### src/rtl/prince_axis_pkg.sv
// rtl/prince_axis_pkg.sv - shared widths, FSM states and request-beat selection for prince_axis_host
package prince_axis_pkg;

  localparam int DATA_SIZE = 64;
  localparam int KEY_SIZE  = 2 * DATA_SIZE;

  // Position of each beat inside the request frame
  localparam logic [1:0] BEAT_K0 = 2'd0;
  localparam logic [1:0] BEAT_K1 = 2'd1;
  localparam logic [1:0] BEAT_PT = 2'd2;

  typedef enum logic [2:0] {
    ST_IDLE,
    ST_SEND_K0,
    ST_SEND_K1,
    ST_SEND_PT,
    ST_WAIT_RSP,
    ST_DRAIN
  } state_t;

  // Request frame order: key high half, key low half, then the data block
  function automatic logic [DATA_SIZE-1:0] req_beat(
    input logic [KEY_SIZE-1:0]  k,
    input logic [DATA_SIZE-1:0] d,
    input logic [1:0]           idx
  );
    case (idx)
      BEAT_K0: req_beat = k[KEY_SIZE-1:DATA_SIZE];
      BEAT_K1: req_beat = k[DATA_SIZE-1:0];
      default: req_beat = d;
    endcase
  endfunction

endpackage

### src/rtl/prince_axis_host.sv
// rtl/prince_axis_host.sv - host endpoint: sends key/data as a 3-beat frame, collects the 1-beat result
module prince_axis_host
  import prince_axis_pkg::*;
#(
  parameter int DATA_SIZE      = 64,
  parameter int KEY_SIZE       = 128,
  parameter int TIMEOUT_CYCLES = 1024
) (
  input  logic                 ACLK,
  input  logic                 ARESET,
  input  logic                 start,
  input  logic [KEY_SIZE-1:0]  key,
  input  logic [DATA_SIZE-1:0] din,
  output logic                 busy,
  output logic                 done,
  output logic                 err,
  output logic [DATA_SIZE-1:0] dout,
  output logic                 M_AXIS_TVALID,
  input  logic                 M_AXIS_TREADY,
  output logic [DATA_SIZE-1:0] M_AXIS_TDATA,
  output logic                 M_AXIS_TLAST,
  input  logic                 S_AXIS_TVALID,
  output logic                 S_AXIS_TREADY,
  input  logic [DATA_SIZE-1:0] S_AXIS_TDATA,
  input  logic                 S_AXIS_TLAST
);

  localparam int               CNT_W    = $clog2(TIMEOUT_CYCLES + 1);
  localparam logic [CNT_W-1:0] CNT_MAX  = CNT_W'(TIMEOUT_CYCLES);
  localparam logic [CNT_W-1:0] CNT_LAST = CNT_W'(TIMEOUT_CYCLES - 1);

  state_t               state;
  logic [KEY_SIZE-1:0]  key_q;
  logic [DATA_SIZE-1:0] din_q;
  logic [CNT_W-1:0]     wait_cnt;
  logic                 req_hs;
  logic                 rsp_hs;

  assign req_hs = M_AXIS_TVALID & M_AXIS_TREADY;
  assign rsp_hs = S_AXIS_TVALID & S_AXIS_TREADY;

  // Job sequencer: emits the request frame, collects or drains the response, and aborts a
  // silent wrapper after TIMEOUT_CYCLES response-wait cycles. All outputs are registers, so
  // each transition sets the values the next state presents.
  always_ff @(posedge ACLK) begin
    if (ARESET) begin
      state         <= ST_IDLE;
      busy          <= 1'b0;
      done          <= 1'b0;
      err           <= 1'b0;
      dout          <= '0;
      M_AXIS_TVALID <= 1'b0;
      M_AXIS_TDATA  <= '0;
      M_AXIS_TLAST  <= 1'b0;
      S_AXIS_TREADY <= 1'b0;
      key_q         <= '0;
      din_q         <= '0;
      wait_cnt      <= '0;
    end else begin
      done <= 1'b0;
      case (state)
        ST_IDLE: begin
          if (start) begin
            key_q         <= key;
            din_q         <= din;
            err           <= 1'b0;
            busy          <= 1'b1;
            M_AXIS_TVALID <= 1'b1;
            M_AXIS_TDATA  <= req_beat(key, din, BEAT_K0);
            M_AXIS_TLAST  <= 1'b0;
            state         <= ST_SEND_K0;
          end
        end
        // TDATA/TLAST only change on a handshake, so a stalled beat is held as-is
        ST_SEND_K0: begin
          if (req_hs) begin
            M_AXIS_TDATA <= req_beat(key_q, din_q, BEAT_K1);
            state        <= ST_SEND_K1;
          end
        end
        ST_SEND_K1: begin
          if (req_hs) begin
            M_AXIS_TDATA <= req_beat(key_q, din_q, BEAT_PT);
            M_AXIS_TLAST <= 1'b1;
            state        <= ST_SEND_PT;
          end
        end
        ST_SEND_PT: begin
          if (req_hs) begin
            M_AXIS_TVALID <= 1'b0;
            M_AXIS_TLAST  <= 1'b0;
            S_AXIS_TREADY <= 1'b1;
            wait_cnt      <= '0;
            state         <= ST_WAIT_RSP;
          end
        end
        // An accepted beat takes priority over a timeout expiring on the same edge
        ST_WAIT_RSP: begin
          if (rsp_hs) begin
            dout <= S_AXIS_TDATA;
            if (S_AXIS_TLAST) begin
              done          <= 1'b1;
              busy          <= 1'b0;
              S_AXIS_TREADY <= 1'b0;
              state         <= ST_IDLE;
            end else begin
              err   <= 1'b1;
              state <= ST_DRAIN;
            end
          end else if (wait_cnt == CNT_LAST) begin
            wait_cnt      <= CNT_MAX;
            err           <= 1'b1;
            done          <= 1'b1;
            busy          <= 1'b0;
            S_AXIS_TREADY <= 1'b0;
            state         <= ST_IDLE;
          end else if (wait_cnt != CNT_MAX) begin
            wait_cnt <= wait_cnt + CNT_W'(1);
          end
        end
        // Overlong response: swallow beats up to the frame end, keep the first beat's data
        ST_DRAIN: begin
          if (rsp_hs && S_AXIS_TLAST) begin
            done          <= 1'b1;
            busy          <= 1'b0;
            S_AXIS_TREADY <= 1'b0;
            state         <= ST_IDLE;
          end
        end
        default: state <= ST_IDLE;
      endcase
    end
  end

endmodule

### config.mk
export PLATFORM = sky130hd
export DESIGN_NAME = prince_axis_host
export DESIGN_NICKNAME = d
export VERILOG_FILES = /design/src/rtl/prince_axis_pkg.sv /design/src/rtl/prince_axis_host.sv
export SDC_FILE = /design/constraint.sdc
export NUM_CORES = 1
export LEC_CHECK = 0
export CORE_ASPECT_RATIO = 0.75
export CORE_UTILIZATION = 40
export DETAILED_ROUTE_END_ITERATION = 6
export PLACE_DENSITY_LB_ADDON = 0.12
export SETUP_SLACK_MARGIN = 0.05
export SLEW_MARGIN = 10
export SYNTH_ARGS = -nofsm -noshare
export SYNTH_HDL_FRONTEND = slang
export SYNTH_SLANG_ARGS = --single-unit
### constraint.sdc
create_clock -name ACLK -period 1.9 [get_ports ACLK]
set_clock_uncertainty 0.05 [all_clocks]
set_input_delay 0.475 -clock ACLK [delete_from_list [all_inputs] [get_ports ACLK]]
set_output_delay 0.475 -clock ACLK [all_outputs]
set_load 0.005 [all_outputs]
==> results by group <==
Run status
  • Outcome: finished clean

Hold path
  • Hold Startpoint: ARESET
  • Hold endpoint: state[1]$_SDFFE_PP0P_
  • Hold Crit Depth: 2
  • Hold Crit Class: in -> reg

Power and ir drop
  • VDD IR max: 0.704 mV
  • Pwr dens: around 1300 nW/µm²
  • Comb power frac: 0.389
  • Leakage: about 0.0066 µW
  • Switching pwr: approximately 7600 µW
  • Switching share of power: 0.345
  • Seq pwr share: 0.360
  • Internal power: 14400 µW
  • Total power: 22000 µW
  • Clock power share: 0.252

Clock tree
  • H-tree depth: 1
  • Longest Clk Path Bufs: 3
  • Sink Count: ~280
  • Clk root buf: clkbuf_16
  • Hold buffers post-CTS: 0
  • CTS tree: yes
  • Worst-path clk slew: ~0.07 ns
  • Num CTS Buffers: 28
  • Worst skew pair latency: ~0.53 ns

Synth
  • Synth unique cells: around 50
  • Post-Syn Area per Cell: between 8 and 9 µm²
  • Synth warn: 0
  • Synth async-reset ratio: 0
  • Syn Nets: between 1500 and 2000
  • Dominant synthesized flop cell: dfxtp_1
  • Seq cells post-synth: between 200 and 300
  • Post-synth EDFFs: 0
  • Mapped Area: 10800 µm²
  • Sequential-to-total area share from yosys stat: 0.513
  • Synth Instances: 1343

STA
  • Final Hold Fails: 0
  • Final Setup Violations: 0
  • Hold slack: around 0.33 ns
  • Max_slew headroom: 0.758
  • Tmin final: ~1.8 ns
  • Worst setup margin: between 0.06 and 0.07 ns
  • Worst Max-Slew Pin Slew: about 0.36 ns
  • Fin crit share: 0.965
  • Max Fclk: roughly 550 MHz
  • RSZ-0062 raised after global routing: yes
  • Final Max Slew Viols: 0

Placed design
  • Dpl hpwl: around 24000 µm
  • Pre-CTS setup slack: -0.436 ns
  • IO Port Bufs: roughly 400
  • Routability cong.: between 0.8 and 0.9

Global routing
  • First-pass GRT wire length: between 50000 and 60000 µm
  • Initial antenna violation count: 0
  • Pin count of the biggest net entering global routing: 65
  • GRT overflow: 0
  • Vias in the first global route: 10100
  • Total GRT Usage: 0.238

Final layout
  • Commonest cells after routing, fill and taps aside: 460 x nand2_1, 260 x clkdlybuf4s50_1, 254 x dfxtp_1, 206 x a21oi_1, 134 x dlygate4sd2_1
  • Layout cells sized above 1: 0.0995
  • Commonest non-fill, non-tap cell in the layout: nand2_1
  • Nets: between 2000 and 2500
  • Ant diodes: 0
  • Area growth, synth to finish: 53.8%

Floorplanning
  • I/O pin count: ~400
  • Die Y: 144 µm
  • Initial Util: 0.411
  • Die ar.: 27600 µm²
  • Core Footprint: about 26000 µm²
  • Site Rows: 51
  • Die width: ~190 µm

Detailed routing
  • Vias per std cell: a little over 5
  • Routed wire length per instance: 16.9 µm
  • Drt initial violations: between 600 and 700
  • Final ANT Viol Nets: 0
  • Via count: roughly 11000
  • Total wire length: 35600 µm
  • DRC: 0
  • Detailed-router iteration count before antenna repair: 4

Setup path
  • Worst-path fanout max: 17
  • R2r endpoint: M_AXIS_TDATA[61]$_SDFFE_PP0P_
  • Register-to-Register Path Depth: 8
  • FF-to-FF setup slack: ~0.066 ns
  • Crit path DAT: 2.23 ns
  • CP Capture Type: flop
  • WP data required: approximately 2.3 ns
  • Worst r2r src: state[0]$_SDFFE_PP0P_
  • Critical path class: reg -> reg
  • Startpoint Class: flop

Flow run
  • Max-cap violations: 0
stage by stage:
step,TNS (ns),util,cell area [µm²],instances
finish,0,0.632,16600,2112
CTS,0,0.625,16400,2102
global placement,-46.57,0.594,15600,2053
global route,-0.0000244,0.632,16600,2112
floorplan,0,-,10800,1343
detailed placement,-53.08,0.594,15600,2053
worst max-delay path by stage:
stage / startpoint / end / cells past startpoint
after detailed placement: start / M_AXIS_TDATA[47]$_SDFFE_PP0P_ / 7
after CTS: state[1]$_SDFFE_PP0P_ / wait_cnt[4]$_SDFFE_PP0P_ / 6
after global placement: start / M_AXIS_TDATA[41]$_SDFFE_PP0P_ / 7
after global routing: state[0]$_SDFFE_PP0P_ / M_AXIS_TDATA[56]$_SDFFE_PP0P_ / 8
after floorplan: wait_cnt[0]$_SDFFE_PP0P_ / state[1]$_SDFFE_PP0P_ / 7
final: state[0]$_SDFFE_PP0P_ / M_AXIS_TDATA[61]$_SDFFE_PP0P_ / 8
critical path: stages, from the launching register on:
cell and delay (ns):
dfxtp_4 0.36, buf_12 0.14, xor2_1 0.17, a31oi_2 0.16
nor2_4 0.23, buf_4 0.20, buf_16 0.17, nor2_1 0.05
a311oi_1 0.21
state kept, by name, indices dropped and copies added (netlist names), 3 cells and up:
signal        cells
wait_cnt         11
M_AXIS_TDATA     64
dout             64
din_q            64
key_q            64
state             3
layer usage:
metal	vias to the layer above	track usage	wire length, µm
met5	-	0	0
met4	0	0.0505	605
met3	46	0.0480	2470
met2	348	0.388	16500
met1	5015	0.325	16100
li1	5414	-	-
cell usage after synthesis, types with 2 or more instances:
cell type	count	area [µm²]
nand2_1	461	1730
dfxtp_1	276	5530
a21oi_1	206	1030
nor2_1	75	282
a311oi_1	69	604
clkbuf_1	65	244
a22oi_1	64	480
buf_2	30	150
buf_4	10	75.1
nand3_1	9	45.0
buf_6	7	78.8
a31oi_1	6	37.5
o21ai_0	6	30.0
inv_1	4	15.0
nand2b_1	4	25.0
nor3_1	4	20.0
nor4_1	3	18.8
a211oi_1	2	15.0
a21o_1	2	15.0
and2_1	2	12.5
and3_1	2	12.5
ha_1	2	25.0
nand3b_1	2	15.0
nand4b_1	2	17.5
nor2_2	2	12.5
nor3b_1	2	15.0
o211a_1	2	20.0
kinds of logic after synthesis:
kind of cell,share of synthesized area
XOR/XNOR,0.000813
flip-flops,0.513
multiplexers,0.000929
AO/OA/AOI/OAI,0.212
AND/OR/NAND/NOR,0.219
adder cells (fa/ha/maj),0.00232
buffers and inverters,0.0523
what timing repair did:
item | 4_1_cts | 5_1_grt
setup buffers | 1 | 5
pin swaps | 0 | 3
resized for setup | 157 | 12
gates cloned | 1 | 5
setup endpoints to repair | 191 | 58
power groups by stage:
stage | Sequential, µW | Clock, µW | Combinational [µW]
after floorplan | 7830 | 0 | 4380
after global placement | 7950 | 0 | 8260
after detailed placement | 7980 | 0 | 8390
after CTS | 7890 | 5650 | 8150
after global routing | 8060 | 5890 | 9330
final | 7910 | 5540 | 8550
layout make-up:
class	count	area (µm²)
fillers	2350	9660
clock inverters	3	68.8
well taps	344	430
multi-input cells	951	4760
repair buffers	490	4890
inverters	4	15.0
flip-flops and latches	276	5560
clock buffers	44	852
(Power assumes the default switching activity.)
